$ cat src/rtl/instruction_fetch_unit_if.sv
// ----------------------------------------------------------------------------
// instruction_fetch_unit_if
// Purpose : groups the fetch unit's control, ROM and IR handshake signals.
// Modports:
//   master - the fetch unit: drives programSelect/address to the ROM, the
//            IR handshake outputs (irValid/ir/irPc) and status
//            (busy/halted/fault/fetchCount); receives start/programSelectIn,
//            the ROM word, irReady and the redirect request.
//   slave  - the surrounding system (ROM, decode/execute, control).
// ----------------------------------------------------------------------------
interface instruction_fetch_unit_if #(
    parameter int ADDR_WIDTH  = 8,
    parameter int INSTR_WIDTH = 16
);
    logic                   start;
    logic [1:0]             programSelectIn;
    logic [1:0]             programSelect;
    logic [ADDR_WIDTH-1:0]  address;
    logic [INSTR_WIDTH-1:0] instruction;
    logic                   irValid;
    logic                   irReady;
    logic [INSTR_WIDTH-1:0] ir;
    logic [ADDR_WIDTH-1:0]  irPc;
    logic                   redirectValid;
    logic [ADDR_WIDTH-1:0]  redirectTarget;
    logic                   busy;
    logic                   halted;
    logic                   fault;
    logic [15:0]            fetchCount;

    modport master (
        input  start, programSelectIn, instruction, irReady,
               redirectValid, redirectTarget,
        output programSelect, address, irValid, ir, irPc,
               busy, halted, fault, fetchCount
    );

    modport slave (
        output start, programSelectIn, instruction, irReady,
               redirectValid, redirectTarget,
        input  programSelect, address, irValid, ir, irPc,
               busy, halted, fault, fetchCount
    );
endinterface

$ cat src/rtl/instruction_fetch_unit.sv
// ----------------------------------------------------------------------------
// instruction_fetch_unit
// Purpose : fetch stage. Owns the PC, addresses a combinational instruction
//           ROM and latches each returned word into a one-entry instruction
//           register (IR) with a valid/ready handshake towards decode/execute.
//           Stops at the HALT opcode, faults on running off the end of the
//           ROM or on an out-of-range redirect target.
// Ports   : clk   - rising-edge clock
//           rst_n - asynchronous active-low reset
//           bus   - instruction_fetch_unit_if.master (start/program select,
//                   ROM address/data, IR handshake, redirect, status)
// Options : define IFU_PERF_COUNT_EN to build the saturating fetchCount
//           counter; otherwise fetchCount is constant zero.
// ----------------------------------------------------------------------------
module instruction_fetch_unit #(
    parameter int         ADDR_WIDTH  = 8,
    parameter int         INSTR_WIDTH = 16,
    parameter int         MEM_DEPTH   = 128,
    parameter logic [3:0] HALT_OPCODE = 4'b1110
) (
    input  logic                     clk,
    input  logic                     rst_n,
    instruction_fetch_unit_if.master bus
);
    localparam logic [1:0] S_IDLE   = 2'd0;
    localparam logic [1:0] S_FETCH  = 2'd1;
    localparam logic [1:0] S_DRAIN  = 2'd2;
    localparam logic [1:0] S_HALTED = 2'd3;

    localparam logic [ADDR_WIDTH-1:0] LAST_PC   = ADDR_WIDTH'(MEM_DEPTH - 1);
    localparam logic [ADDR_WIDTH:0]   DEPTH_EXT = (ADDR_WIDTH + 1)'(MEM_DEPTH);

    logic [1:0]             r_state,     r_state_next;
    logic [ADDR_WIDTH-1:0]  r_pc,        r_pc_next;
    logic [1:0]             r_prog_sel,  r_prog_sel_next;
    logic                   r_ir_valid,  r_ir_valid_next;
    logic [INSTR_WIDTH-1:0] r_ir,        r_ir_next;
    logic [ADDR_WIDTH-1:0]  r_ir_pc,     r_ir_pc_next;
    logic                   r_busy,      r_busy_next;
    logic                   r_halted,    r_halted_next;
    logic                   r_fault,     r_fault_next;

    logic w_slot_free;
    logic w_is_halt;
    logic w_target_oob;
    logic w_start_ok;
    logic w_redirect;
    logic w_fetch;

    // The IR can take a new word when it is empty or being consumed now.
    assign w_slot_free  = !r_ir_valid || bus.irReady;
    assign w_is_halt    = (bus.instruction[INSTR_WIDTH-1 -: 4] == HALT_OPCODE);
    // Zero-extend so targets at or beyond the depth are caught even when
    // MEM_DEPTH equals 2**ADDR_WIDTH.
    assign w_target_oob = ({1'b0, bus.redirectTarget} >= DEPTH_EXT);
    assign w_start_ok   = bus.start && (r_state == S_IDLE || r_state == S_HALTED);
    assign w_redirect   = bus.redirectValid && (r_state == S_FETCH || r_state == S_DRAIN);
    assign w_fetch      = (r_state == S_FETCH) && w_slot_free && !w_redirect;

    always_comb begin
        r_state_next    = r_state;
        r_pc_next       = r_pc;
        r_prog_sel_next = r_prog_sel;
        r_ir_valid_next = r_ir_valid;
        r_ir_next       = r_ir;
        r_ir_pc_next    = r_ir_pc;
        r_halted_next   = r_halted;
        r_fault_next    = r_fault;

        if (w_start_ok) begin
            r_state_next    = S_FETCH;
            r_pc_next       = '0;
            r_prog_sel_next = bus.programSelectIn;
            r_ir_valid_next = 1'b0;
            r_halted_next   = 1'b0;
            r_fault_next    = 1'b0;
        end else if (w_redirect) begin
            // Redirect wins over fetch and drain; the IR is flushed even if
            // downstream is accepting it this cycle.
            r_ir_valid_next = 1'b0;
            if (w_target_oob) begin
                // PC is left at its last legal value; the empty IR lets
                // DRAIN finish on the following edge.
                r_fault_next = 1'b1;
                r_state_next = S_DRAIN;
            end else begin
                r_pc_next    = bus.redirectTarget;
                r_fault_next = 1'b0;
                r_state_next = S_FETCH;
            end
        end else if (w_fetch) begin
            r_ir_next       = bus.instruction;
            r_ir_pc_next    = r_pc;
            r_ir_valid_next = 1'b1;
            if (w_is_halt) begin
                r_state_next = S_DRAIN;
            end else if (r_pc == LAST_PC) begin
                // Word is still delivered; the PC never leaves the ROM.
                r_fault_next = 1'b1;
                r_state_next = S_DRAIN;
            end else begin
                r_pc_next = r_pc + 1'b1;
            end
        end else if (r_state == S_DRAIN && w_slot_free) begin
            r_ir_valid_next = 1'b0;
            r_halted_next   = 1'b1;
            r_state_next    = S_HALTED;
        end

        r_busy_next = (r_state_next == S_FETCH) || (r_state_next == S_DRAIN);
    end

    always_ff @(posedge clk or negedge rst_n) begin
        if (!rst_n) begin
            r_state    <= S_IDLE;
            r_pc       <= '0;
            r_prog_sel <= '0;
            r_ir_valid <= 1'b0;
            r_ir       <= '0;
            r_ir_pc    <= '0;
            r_busy     <= 1'b0;
            r_halted   <= 1'b0;
            r_fault    <= 1'b0;
        end else begin
            r_state    <= r_state_next;
            r_pc       <= r_pc_next;
            r_prog_sel <= r_prog_sel_next;
            r_ir_valid <= r_ir_valid_next;
            r_ir       <= r_ir_next;
            r_ir_pc    <= r_ir_pc_next;
            r_busy     <= r_busy_next;
            r_halted   <= r_halted_next;
            r_fault    <= r_fault_next;
        end
    end

`ifdef IFU_PERF_COUNT_EN
    // Counts every IR load, including words later flushed by a redirect.
    logic [15:0] r_fetch_count;

    always_ff @(posedge clk or negedge rst_n) begin
        if (!rst_n) begin
            r_fetch_count <= 16'h0000;
        end else if (w_start_ok) begin
            r_fetch_count <= 16'h0000;
        end else if (w_fetch && r_fetch_count != 16'hFFFF) begin
            r_fetch_count <= r_fetch_count + 16'h0001;
        end
    end

    assign bus.fetchCount = r_fetch_count;
`else
    assign bus.fetchCount = 16'h0000;
`endif

    assign bus.programSelect = r_prog_sel;
    assign bus.address       = r_pc;
    assign bus.irValid       = r_ir_valid;
    assign bus.ir            = r_ir;
    assign bus.irPc          = r_ir_pc;
    assign bus.busy          = r_busy;
    assign bus.halted        = r_halted;
    assign bus.fault         = r_fault;

endmodule

$ cat src/flat_wrapper.sv
// flat-port wrapper written by rule: the top's interface ports become plain ports
module instruction_fetch_unit_flat 
#(
    parameter int         ADDR_WIDTH  = 8,
    parameter int         INSTR_WIDTH = 16,
    parameter int         MEM_DEPTH   = 128,
    parameter logic [3:0] HALT_OPCODE = 4'b1110
)
  (clk, rst_n, bus_start, bus_programSelectIn, bus_instruction, bus_irReady, bus_redirectValid, bus_redirectTarget, bus_programSelect, bus_address, bus_irValid, bus_ir, bus_irPc, bus_busy, bus_halted, bus_fault, bus_fetchCount);
  instruction_fetch_unit_if #(.ADDR_WIDTH(ADDR_WIDTH), .INSTR_WIDTH(INSTR_WIDTH)) bus_i ();
  input  logic clk;
  input  logic rst_n;
  input wire logic [$bits(bus_i.start)-1:0] bus_start;
  input wire logic [$bits(bus_i.programSelectIn)-1:0] bus_programSelectIn;
  input wire logic [$bits(bus_i.instruction)-1:0] bus_instruction;
  input wire logic [$bits(bus_i.irReady)-1:0] bus_irReady;
  input wire logic [$bits(bus_i.redirectValid)-1:0] bus_redirectValid;
  input wire logic [$bits(bus_i.redirectTarget)-1:0] bus_redirectTarget;
  output wire logic [$bits(bus_i.programSelect)-1:0] bus_programSelect;
  output wire logic [$bits(bus_i.address)-1:0] bus_address;
  output wire logic [$bits(bus_i.irValid)-1:0] bus_irValid;
  output wire logic [$bits(bus_i.ir)-1:0] bus_ir;
  output wire logic [$bits(bus_i.irPc)-1:0] bus_irPc;
  output wire logic [$bits(bus_i.busy)-1:0] bus_busy;
  output wire logic [$bits(bus_i.halted)-1:0] bus_halted;
  output wire logic [$bits(bus_i.fault)-1:0] bus_fault;
  output wire logic [$bits(bus_i.fetchCount)-1:0] bus_fetchCount;
  assign bus_i.start = bus_start;
  assign bus_i.programSelectIn = bus_programSelectIn;
  assign bus_i.instruction = bus_instruction;
  assign bus_i.irReady = bus_irReady;
  assign bus_i.redirectValid = bus_redirectValid;
  assign bus_i.redirectTarget = bus_redirectTarget;
  assign bus_programSelect = bus_i.programSelect;
  assign bus_address = bus_i.address;
  assign bus_irValid = bus_i.irValid;
  assign bus_ir = bus_i.ir;
  assign bus_irPc = bus_i.irPc;
  assign bus_busy = bus_i.busy;
  assign bus_halted = bus_i.halted;
  assign bus_fault = bus_i.fault;
  assign bus_fetchCount = bus_i.fetchCount;
  instruction_fetch_unit #(.ADDR_WIDTH(ADDR_WIDTH), .INSTR_WIDTH(INSTR_WIDTH), .MEM_DEPTH(MEM_DEPTH), .HALT_OPCODE(HALT_OPCODE)) u_core (.clk(clk), .rst_n(rst_n), .bus(bus_i));
endmodule
$ cat config.mk
export PLATFORM = sky130hd
export DESIGN_NAME = instruction_fetch_unit_flat
export DESIGN_NICKNAME = d
export VERILOG_FILES = /design/src/rtl/instruction_fetch_unit_if.sv /design/src/rtl/instruction_fetch_unit.sv /design/src/flat_wrapper.sv
export SDC_FILE = /design/constraint.sdc
export NUM_CORES = 1
export LEC_CHECK = 0
export CORE_MARGIN = 1
export CORE_UTILIZATION = 45
export DETAILED_ROUTE_END_ITERATION = 8
export GPL_ROUTABILITY_DRIVEN = 0
export PLACE_DENSITY = 0.83
export SLEW_MARGIN = 40
export SYNTH_ARGS = -nofsm -noshare
export SYNTH_HDL_FRONTEND = slang
export SYNTH_SLANG_ARGS = --single-unit
$ cat constraint.sdc
create_clock -name clk -period 4.2 [get_ports clk]
set_input_delay 0.84 -clock clk [delete_from_list [all_inputs] [get_ports clk]]
set_output_delay 0.84 -clock clk [all_outputs]
set_load 0.005 [all_outputs]
## Yosys cells after proc, flatten, opt, wreduce, memory -nomap -nowiden

Index checks and enable logic that the tools add are counted.
W data, S select, Z words.

| word-level totals | value |
|---|---|
| input port bits | 31 |
| latch bits | 0 |
| memory bits (writable) | 0 |
| flip-flop bits (word level) | 40 |
| ROM bits | 0 |
| output and inout bits | 54 |
| word-level logic and storage cells | 72 |
| memories kept | 0 |

| operators by class | value |
|---|---|
| reduce and logical (&&, ||, !) cells | 20 |
| magnitude comparators | 1 |
| add/subtract/negate cells | 1 |
| divide/modulo/power cells | 0 |
| multiply operators | 0 |
| shift operators | 0 |
| equal/unequal tests | 12 |
| mux-type cells | 27 |
| bitwise operators | 2 |

Operator list:

| operator | number |
|---|---|
| $mux W8 | 6 |
| $mux W1 | 14 |
| $mux W2 | 7 |
| $reduce_and A3 Y1 | 3 |
| $add A8 B1 Y8 const B | 1 |
| $eq A8 B7 Y1 const B | 1 |
| $ge A8 B8 Y1 const B | 1 |
| $eq A2 B2 Y1 const B | 3 |
| $ne A3 B3 Y1 const B | 2 |
| $reduce_bool A3 Y1 | 2 |
| $logic_and A1 B1 Y1 | 5 |
| $eq A2 B1 Y1 const B | 2 |
| $eq A4 B4 Y1 const B | 1 |
| $logic_or A1 B1 Y1 | 4 |
| $ne A2 B1 Y1 const B | 2 |
| $reduce_and A4 Y1 | 1 |
| $reduce_bool A4 Y1 | 1 |
| $ne A3 B1 Y1 const B | 1 |
| $logic_not A1 Y1 | 2 |
| $logic_not A2 Y1 | 1 |
| $not A1 Y1 | 2 |
| $reduce_bool A2 Y1 | 1 |

## Logic depth before layout (Yosys ltp)

Gate-level depths: netlist (run 1).

| logic depth | value |
|---|---|
| depth in word-level cells | 10 |
| depth in mapped cells | 8 |
| depth with buffers taken out | 6 |

## Worst setup path before layout (run 1)

OpenSTA, ideal clock, no wires.

| path | value |
|---|---|
| path kind | input-to-reg |
| start | input bus_redirectValid |
| end | register u_core.r_ir[10], in the netlist u_core.bus.ir[10] |
| path slack | 2078 ps |
| buffers on the path | 2 |
| arrival time | 1997 ps |
| required time | 4075 ps |
| cell stages on the path | 5 |
| setup time | 125 ps |
| cells stage by stage | mux2_4 > or3_1 > buf_6 > buf_6 > mux2_4 |

| on the way | value |
|---|---|
| word-level cells in the longest chain between the ends | 4 |
| elaborated cells on any way between the ends | 5 |
| those cells by class | bitwise (1); reduce/logical (4) |

RTL lines:

| element | line | RTL |
|---|---|---|
| start, declared | flat_wrapper.sv:17 | `input wire logic [$bits(bus_i.redirectValid)-1:0] bus_redirectValid;` |
| $logic_and A1 B1 Y1 * | instruction_fetch_unit.sv:57 | `assign w_redirect = bus.redirectValid && (r_state == S_FETCH \|\| r_state == S_DRAIN);` |
| $logic_not A1 Y1 | instruction_fetch_unit.sv:58 | `assign w_fetch = (r_state == S_FETCH) && w_slot_free && !w_redirect;` |
| $logic_and A1 B1 Y1 | instruction_fetch_unit.sv:58 |  |
| $reduce_and A3 Y1 (no source line) * | n/a |  |
| end signal, assigned | instruction_fetch_unit.sv:129 | `r_ir <= r_ir_next;` |
| end, declared | instruction_fetch_unit.sv:37 | `logic [INSTR_WIDTH-1:0] r_ir, r_ir_next;` |

Mark *: on every way between the ends. The rest lies on a longest branch, timed or not.
A chain may end at the register's enable or synchronous reset.

## Worst setup path in the final report (run 1)

| path | value |
|---|---|
| start | input bus_redirectValid |
| end | register u_core.r_ir_pc[3], in the netlist u_core.bus.irPc[3] |

| on the way | value |
|---|---|
| word-level cells in the longest chain between the ends | 4 |
| elaborated cells on any way between the ends | 5 |
| those cells by class | bitwise (1); reduce/logical (4) |

RTL lines:

| element | line | RTL |
|---|---|---|
| $logic_and A1 B1 Y1 * | instruction_fetch_unit.sv:57 |  |
| $logic_not A1 Y1 | instruction_fetch_unit.sv:58 |  |
| $logic_and A1 B1 Y1 | instruction_fetch_unit.sv:58 |  |
| $reduce_and A3 Y1 (no source line) * | n/a |  |
| end signal, assigned | instruction_fetch_unit.sv:130 | `r_ir_pc <= r_ir_pc_next;` |
| end, declared | instruction_fetch_unit.sv:38 | `logic [ADDR_WIDTH-1:0] r_ir_pc, r_ir_pc_next;` |

Marks and branches as above.

==> results of run 1 <==
==> flip-flops by register name (all words and copies together), names as in the netlist <==
| signal | flops |
|---|---|
| u_core.bus.halted | 1 |
| u_core.bus.ir | 16 |
| u_core.bus.programSelect | 2 |
| u_core.bus.irPc | 8 |
| u_core.bus.address | 8 |
| u_core.bus.fault | 1 |
| u_core.bus.irValid | 1 |
| u_core.bus.busy | 1 |
| u_core.r_state | 2 |
==> metal layers <==
layer | GRT usage | up-vias | wire [um]
li1 | - | 770 | -
met1 | 0.286 | 819 | 2230
met2 | 0.340 | 58 | 2410
met3 | 0.0442 | 6 | 214
met4 | 0.0689 | 0 | 68
met5 | 0 | - | 0
==> how the worst max path moves through the flow <==
stage                     cells after the start         startpoint  slack, ns                 end
after global routing                          5  bus_redirectValid       1.52  u_core.bus.irPc[3]
after global placement                        5  bus_redirectValid       1.37   u_core.bus.ir[12]
after CTS                                     5  bus_redirectValid       1.58  u_core.bus.irPc[3]
after floorplan                               5  bus_redirectValid       2.08   u_core.bus.ir[10]
after detailed placement                      5  bus_redirectValid       1.27  u_core.bus.irPc[3]
final                                         5  bus_redirectValid       1.59  u_core.bus.irPc[3]
==> critical path: stages <==
cell             delay, ns
clkdlybuf4s50_1       0.48
mux2_4                0.37
or3_1                 0.46
buf_4                 0.30
mux2_4                0.34
==> power groups by stage <==
stage               Sequential, W  Clock (W)  Combinational, W
CTS                      0.000707   0.000313           0.00116
global route             0.000733   0.000329           0.00125
global placement         0.000704          0           0.00112
finish                   0.000708   0.000308           0.00116
floorplan                0.000701          0          0.000683
detailed placement       0.000710          0           0.00116
==> layout make-up <==
class / count / area, um2
inverters: 5 / 18.8
clock inverters: 2 / 35.0
flip-flops and latches: 40 / 1000
clock buffers: 6 / 72.6
well taps: 52 / 65.1
repair buffers: 70 / 693
fillers: 361 / 1570
multi-input cells: 125 / 993
==> cell usage in the layout, fill, tap and decap left out, drive strengths merged, types with 4 or more instances in the layout <==
cell           instances
nor2                   5
mux2                  26
a31oi                  4
nand2                  6
a21oi                 10
clkdlybuf4s50         67
conb                  16
dfrtp                 40
clkbuf                 6
o21ai                  7
inv                    5
==> cells by family (layout without fill, tap and decap cells) <==
group / Yosys count / after routing / synth area share
AO/OA/AOI/OAI: 46 / 46 / 0.154
XOR/XNOR: 1 / 1 / 0.00412
adder cells (fa/ha/maj): 3 / 3 / 0.0177
buffers and inverters: 27 / 83 / 0.0878
flip-flops: 40 / 40 / 0.471
multiplexers: 26 / 26 / 0.171
other: 1 / 16 / 0.00177
AND/OR/NAND/NOR: 33 / 33 / 0.0919
==> stage by stage <==
| stage | instance area (um2) | hold WS, ns | util | setup WS, ns |
|---|---|---|---|---|
| floorplan | 2180 | 0.473 | - | 2.08 |
| global placement | 2770 | 0.486 | 0.623 | 1.37 |
| detailed placement | 2770 | 0.488 | 0.624 | 1.27 |
| CTS | 2880 | 0.504 | 0.648 | 1.58 |
| global route | 2880 | 0.532 | 0.648 | 1.52 |
| finish | 2880 | 0.499 | 0.648 | 1.59 |
==> reports/metrics.yaml, run 1 <==
outcome:
  status: "finished with violations"
  violations: "design-rule violations"
worst_setup_path:
  reg2reg_to: "u_core.bus.irPc[3]"
  crit_arrival_ns: 2.79
  r2r_setup_slack_ns: 1.73
  critPathLaunchType: "input pin"
  crit_required_ns: 4.38
  r2r-start: "u_core.r_state[0]"
  cp_max_fo: 21
  reg2regPathDepth: 6
  critical_path_class: "input pin to register"
  cp-end-kind: "register"
floorplanning:
  dieArea_um2: 5000
  rows: 24
  core_area_um2: 4440
  die_h_um: 70.7
  die_x_um: 70.7
  start_util: 0.478
  ioPinCount: 85
route:
  drcViolationCount: 4
  vias_per_cell: 5.51
  avgRoutedWirePerCell_um: 16.4
  wl_mm: 4.93
  ant_nets: 0
  drtIter0Drc: 111
  num_vias: 1653
  first_pass_iters: 6
run:
  maxCapViolCount: 0
pwr:
  seq_power_share: 0.325
  peakVddDrop_uv: 350
  power.share.switching: 0.337
  clkPwrFrac: 0.141
  p_switching_w: 0.000734
  p_comb_frac: 0.533
  p_leak_nw: 1.31
  power_w: 0.00218
  p_per_area_nw_per_um2: 756
  internal_power_w: 0.00144
sta:
  clock_skew_ns: 0.00794
  slew_violations: 0
  finalCritPeriodShare: 0.622
  hold_viol: 0
  setup_viol: 0
  fmax_mhz: 383
  rsz0062_at_grt: "false"
  worst_pin_slew_ns: 0.659
  final.min_clock_period_ns: 2.61
  finalSetupTns_ns: 0
  slew_headroom: 0.557
logic_synthesis:
  synth_common_cells: "dfrtp_1, mux2_4, buf_4, a21oi_1, mux2_2"
  synth.avg_cell_area_um2: 12.0
  ys_seq_elements: 40
  ys_types: 49
  synth_edf_count: 0
  synth_area_leader_cell: "dfrtp_1"
  synth_area_leaders: "dfrtp_1, mux2_4, buf_4"
  async_flop_share: 1.00
  yosysSeqAreaShare: 0.471
  netlist_area_um2: 2120
  yosysTopAreaCellShare: 0.471
  yosysWarningCount: 0
  ys.flop_type: "dfrtp_1"
  yosysMostFrequentCell: "dfrtp_1"
  synthCells: 177
min_path:
  worstHoldStart: "u_core.bus.irPc[6]"
  hold_end: "u_core.bus.irPc[6]"
  min_path_cells: 2
  min_path_type: "register to register"
global_route:
  grt_pass1_vias: 1676
  grt_max_degree: 41
  grt_use_total: 0.211
  grt_pass1_wl_mm: 8.26
  antenna_found_initial: 0
  grt.overflow.total: 0
layout:
  drive_gt1_frac: 0.153
  n_antenna_cell: 0
  fin_cells: 300
  layout.nets: 281
  syn_to_final_growth_pct: 35.5
clocking:
  ctsResizeCount: 0
  htree_levels: 2
  clk_path_buf_depth: 2
  ctsHoldBuffers: 0
  clock-root-buffer: "clkbuf_8"
  cts_sinks: 40
  worstSkewPairLatency_ns: 0.30
  cts_buffers: 5
  cts_tree: "done"
  clk_pin_slew_ns: 0.07
  post-cts-setup-buffer-count: 0
place:
  io_buffer_count: 68
  post-dp-hpwl_mm: 3.62
  dp.cells: 292
No activity file was read; power rests on OpenSTA's default activity.
==> run 2, diff against run 1 <==
- CORE_UTILIZATION: 45 -> 43
- PLACE_DENSITY: 0.83 -> 0.8
- clock period: 4.2 -> 2.5 ns (I/O delays scaled with it)
==> reports/metrics.yaml, run 2 (synthesized netlist as in run 1, its figures left out) <==
route:
  route.layer.met1.wl_mm: 2.15  # -3.6%
  met2_length_mm: 2.09  # -13%
  wl_mm: 4.66  # -5.6%
  dr_wl_met3_um: 314  # +47%
  ant_nets: 0  # unchanged
  avgRoutedWirePerCell_um: 14.4  # -12%
  highest_layer: "met4"
  num_vias: 1635  # -1.1%
  vias_per_cell: 5.06  # -8.1%
  drtIter0Drc: 115  # +3.6%
  first_pass_iters: 4  # -2
  drcViolationCount: 0  # -4
floorplanning:
  dieArea_um2: 5230  # +4.5%
  die_x_um: 72.3  # +2.2%
  rows: 25  # +4.2%
  ioPinCount: 85  # unchanged
  start_util: 0.450  # -0.0282
  die_h_um: 72.3  # +2.2%
  core_area_um2: 4720  # +6.3%
global_route:
  grt.overflow.total: 0  # unchanged
  antenna_found_initial: 0  # unchanged
  grt_max_degree: 41  # unchanged
  grt_pass1_vias: 1624  # -3.1%
  grt_use_total: 0.201  # -0.00987
  grt_pass1_wl_mm: 7.97  # -3.5%
layout:
  fin_cells: 323  # +7.7%
  n_antenna_cell: 0  # unchanged
  layout.nets: 289  # +2.8%
  syn_to_final_growth_pct: 39.6
  nFillCells: 385  # +6.6%
  largest_reg_flops: 16  # unchanged
  drive_gt1_frac: 0.184  # +0.0304
  stdcell_area_um2: 2970  # +3.0%
  final_cell_mix: "clkdlybuf4s50_1, dfrtp_1, mux2_4"
  final_common_cell: "clkdlybuf4s50_1"
place:
  dp.cells: 315  # +7.9%
  io_buffer_count: 68  # unchanged
  placed_area_um2: 2850  # +2.8%
  dp_slack_ns: 0.211  # -1.06 ns
  post-dp-hpwl_mm: 3.45  # -4.6%
clocking:
  clk_pin_slew_ns: 0.08  # about the same
  clock-root-buffer: "clkbuf_8"
  ctsResizeCount: 0  # unchanged
  clk_path_buf_depth: 2  # unchanged
  post-cts-setup-buffer-count: 0  # unchanged
  worstSkewPairLatency_ns: 0.30  # about the same
  cts_buffers: 5  # unchanged
  htree_levels: 2  # unchanged
  ctsHoldBuffers: 0  # unchanged
  cts_tree: "done"
  cts_sinks: 40  # unchanged
worst_setup_path:
  critPathMostFrequentCell: "mux2_4"
  critical_path_class: "register to register"
  crit_required_ns: 2.68  # -1.70 ns
  crit_arrival_ns: 2.37  # -0.42 ns
  cp-end-kind: "register"
  critPathLaunchType: "register"
  path_cells: "inv_1 -> ha_1 -> mux2_4 -> or3_1 -> buf_4 -> mux2_4"
  cp_max_fo: 14  # -33%
  crit_path_max_incr_delay_ns: 0.41  # -0.07 ns
  cpMaxStageDelayCell: "dfrtp_1"
sta:
  setup_viol: 0  # unchanged
  setup_ws_ns: 0.308  # -1.28 ns
  holdWs_ns: 0.173  # -0.326 ns
  final.min_clock_period_ns: 2.19
  slew_headroom: 0.661  # +0.104
  worst_pin_slew_ns: 0.508  # -0.151 ns
  rsz0062_at_grt: "false"
  finalCritPeriodShare: 0.877
  fmax_mhz: 456
  hold_viol: 0  # unchanged
  clock_skew_ns: 0.00343  # -0.00452 ns
  slew_violations: 0  # unchanged
  finalSetupTns_ns: 0  # unchanged
min_path:
  min_path_type: "input pin to asynchronous set/reset pin"
pwr:
  p_per_area_nw_per_um2: 1260  # +67%
  peakVddDrop_uv: 516  # +47%
  p_leak_nw: 1.34  # +2.9%
run:
  maxCapViolCount: 0  # unchanged
outcome:
  status: "complete, no violations"
## run 2: changes by cell type in the layout (fill, tap and decap cells not counted)
cell,before,now
clkinvlp_4,0,1
clkbuf_1,1,0
buf_4,3,11
inv_6,0,1
clkinv_2,1,0
## run 2: per-stage QoR
step           power (W)   util
2_1_floorplan    0.00232      -
3_3_place_gp     0.00318  0.603
3_5_place_dp     0.00323  0.603
4_1_cts          0.00377  0.628
5_1_grt          0.00402  0.628
6_report         0.00375  0.628
## run 2: cell type report
class | instances | area, um2 | share of cell area
Sequential cell | 40 | 1000 | 0.338
Inverter | 5 | 18.8 | 0.00633
Timing Repair Buffer | 78 | 753 | 0.254
Tap cell | 67 | 83.8 | 0.0283
Clock inverter | 3 | 46.3 | 0.0156
Multi-Input combinational cell | 125 | 993 | 0.335
Clock buffer | 5 | 68.8 | 0.0232
## run 2: layer usage
layer / up-vias / GRT usage
met5: - / 0
met4: 0 / 0.0828
met3: 7 / 0.0486
met2: 65 / 0.315
met1: 769 / 0.268
li1: 794 / -
## run 2: critical path, delay by kind of cell, from the launching register on
kind          cells  cell delay, ns
mux               2            0.65
flops             1            0.41
fa+ha+maj         1            0.39
buf+inv           2            0.29
simple gates      1            0.33
## run 2: worst paths after layout
kind                                     from                 end  slack, ns  depth (start not counted)
min in group clk           u_core.bus.irPc[6]  u_core.bus.irPc[6]       0.49                          2
max                         u_core.r_state[0]  u_core.bus.irPc[7]       0.31                          6
min                                     rst_n    u_core.bus.ir[9]       0.17                          1
min reg2reg                u_core.bus.irPc[6]  u_core.bus.irPc[6]       0.49                          2
max reg2reg                 u_core.r_state[0]  u_core.bus.irPc[7]       0.31                          6
max in group asynchronous               rst_n  u_core.bus.irPc[7]       1.98                          1
## run 2: report_power, final
part	internal [W]	leakage, nW	switching, W	total [W]
clock network	0.000300	0.0548	0.000232	0.000533
registers	0.000950	0.490	0.000218	0.00117
logic	0.00127	0.798	0.000782	0.00205
==> run 3, diff against run 2 <==
- CORE_MARGIN: 1 -> default
- CTS_CLUSTER_SIZE: default -> 12
==> results of run 3 <==
Final layout, timing and power as in run 2 (identical DEF).
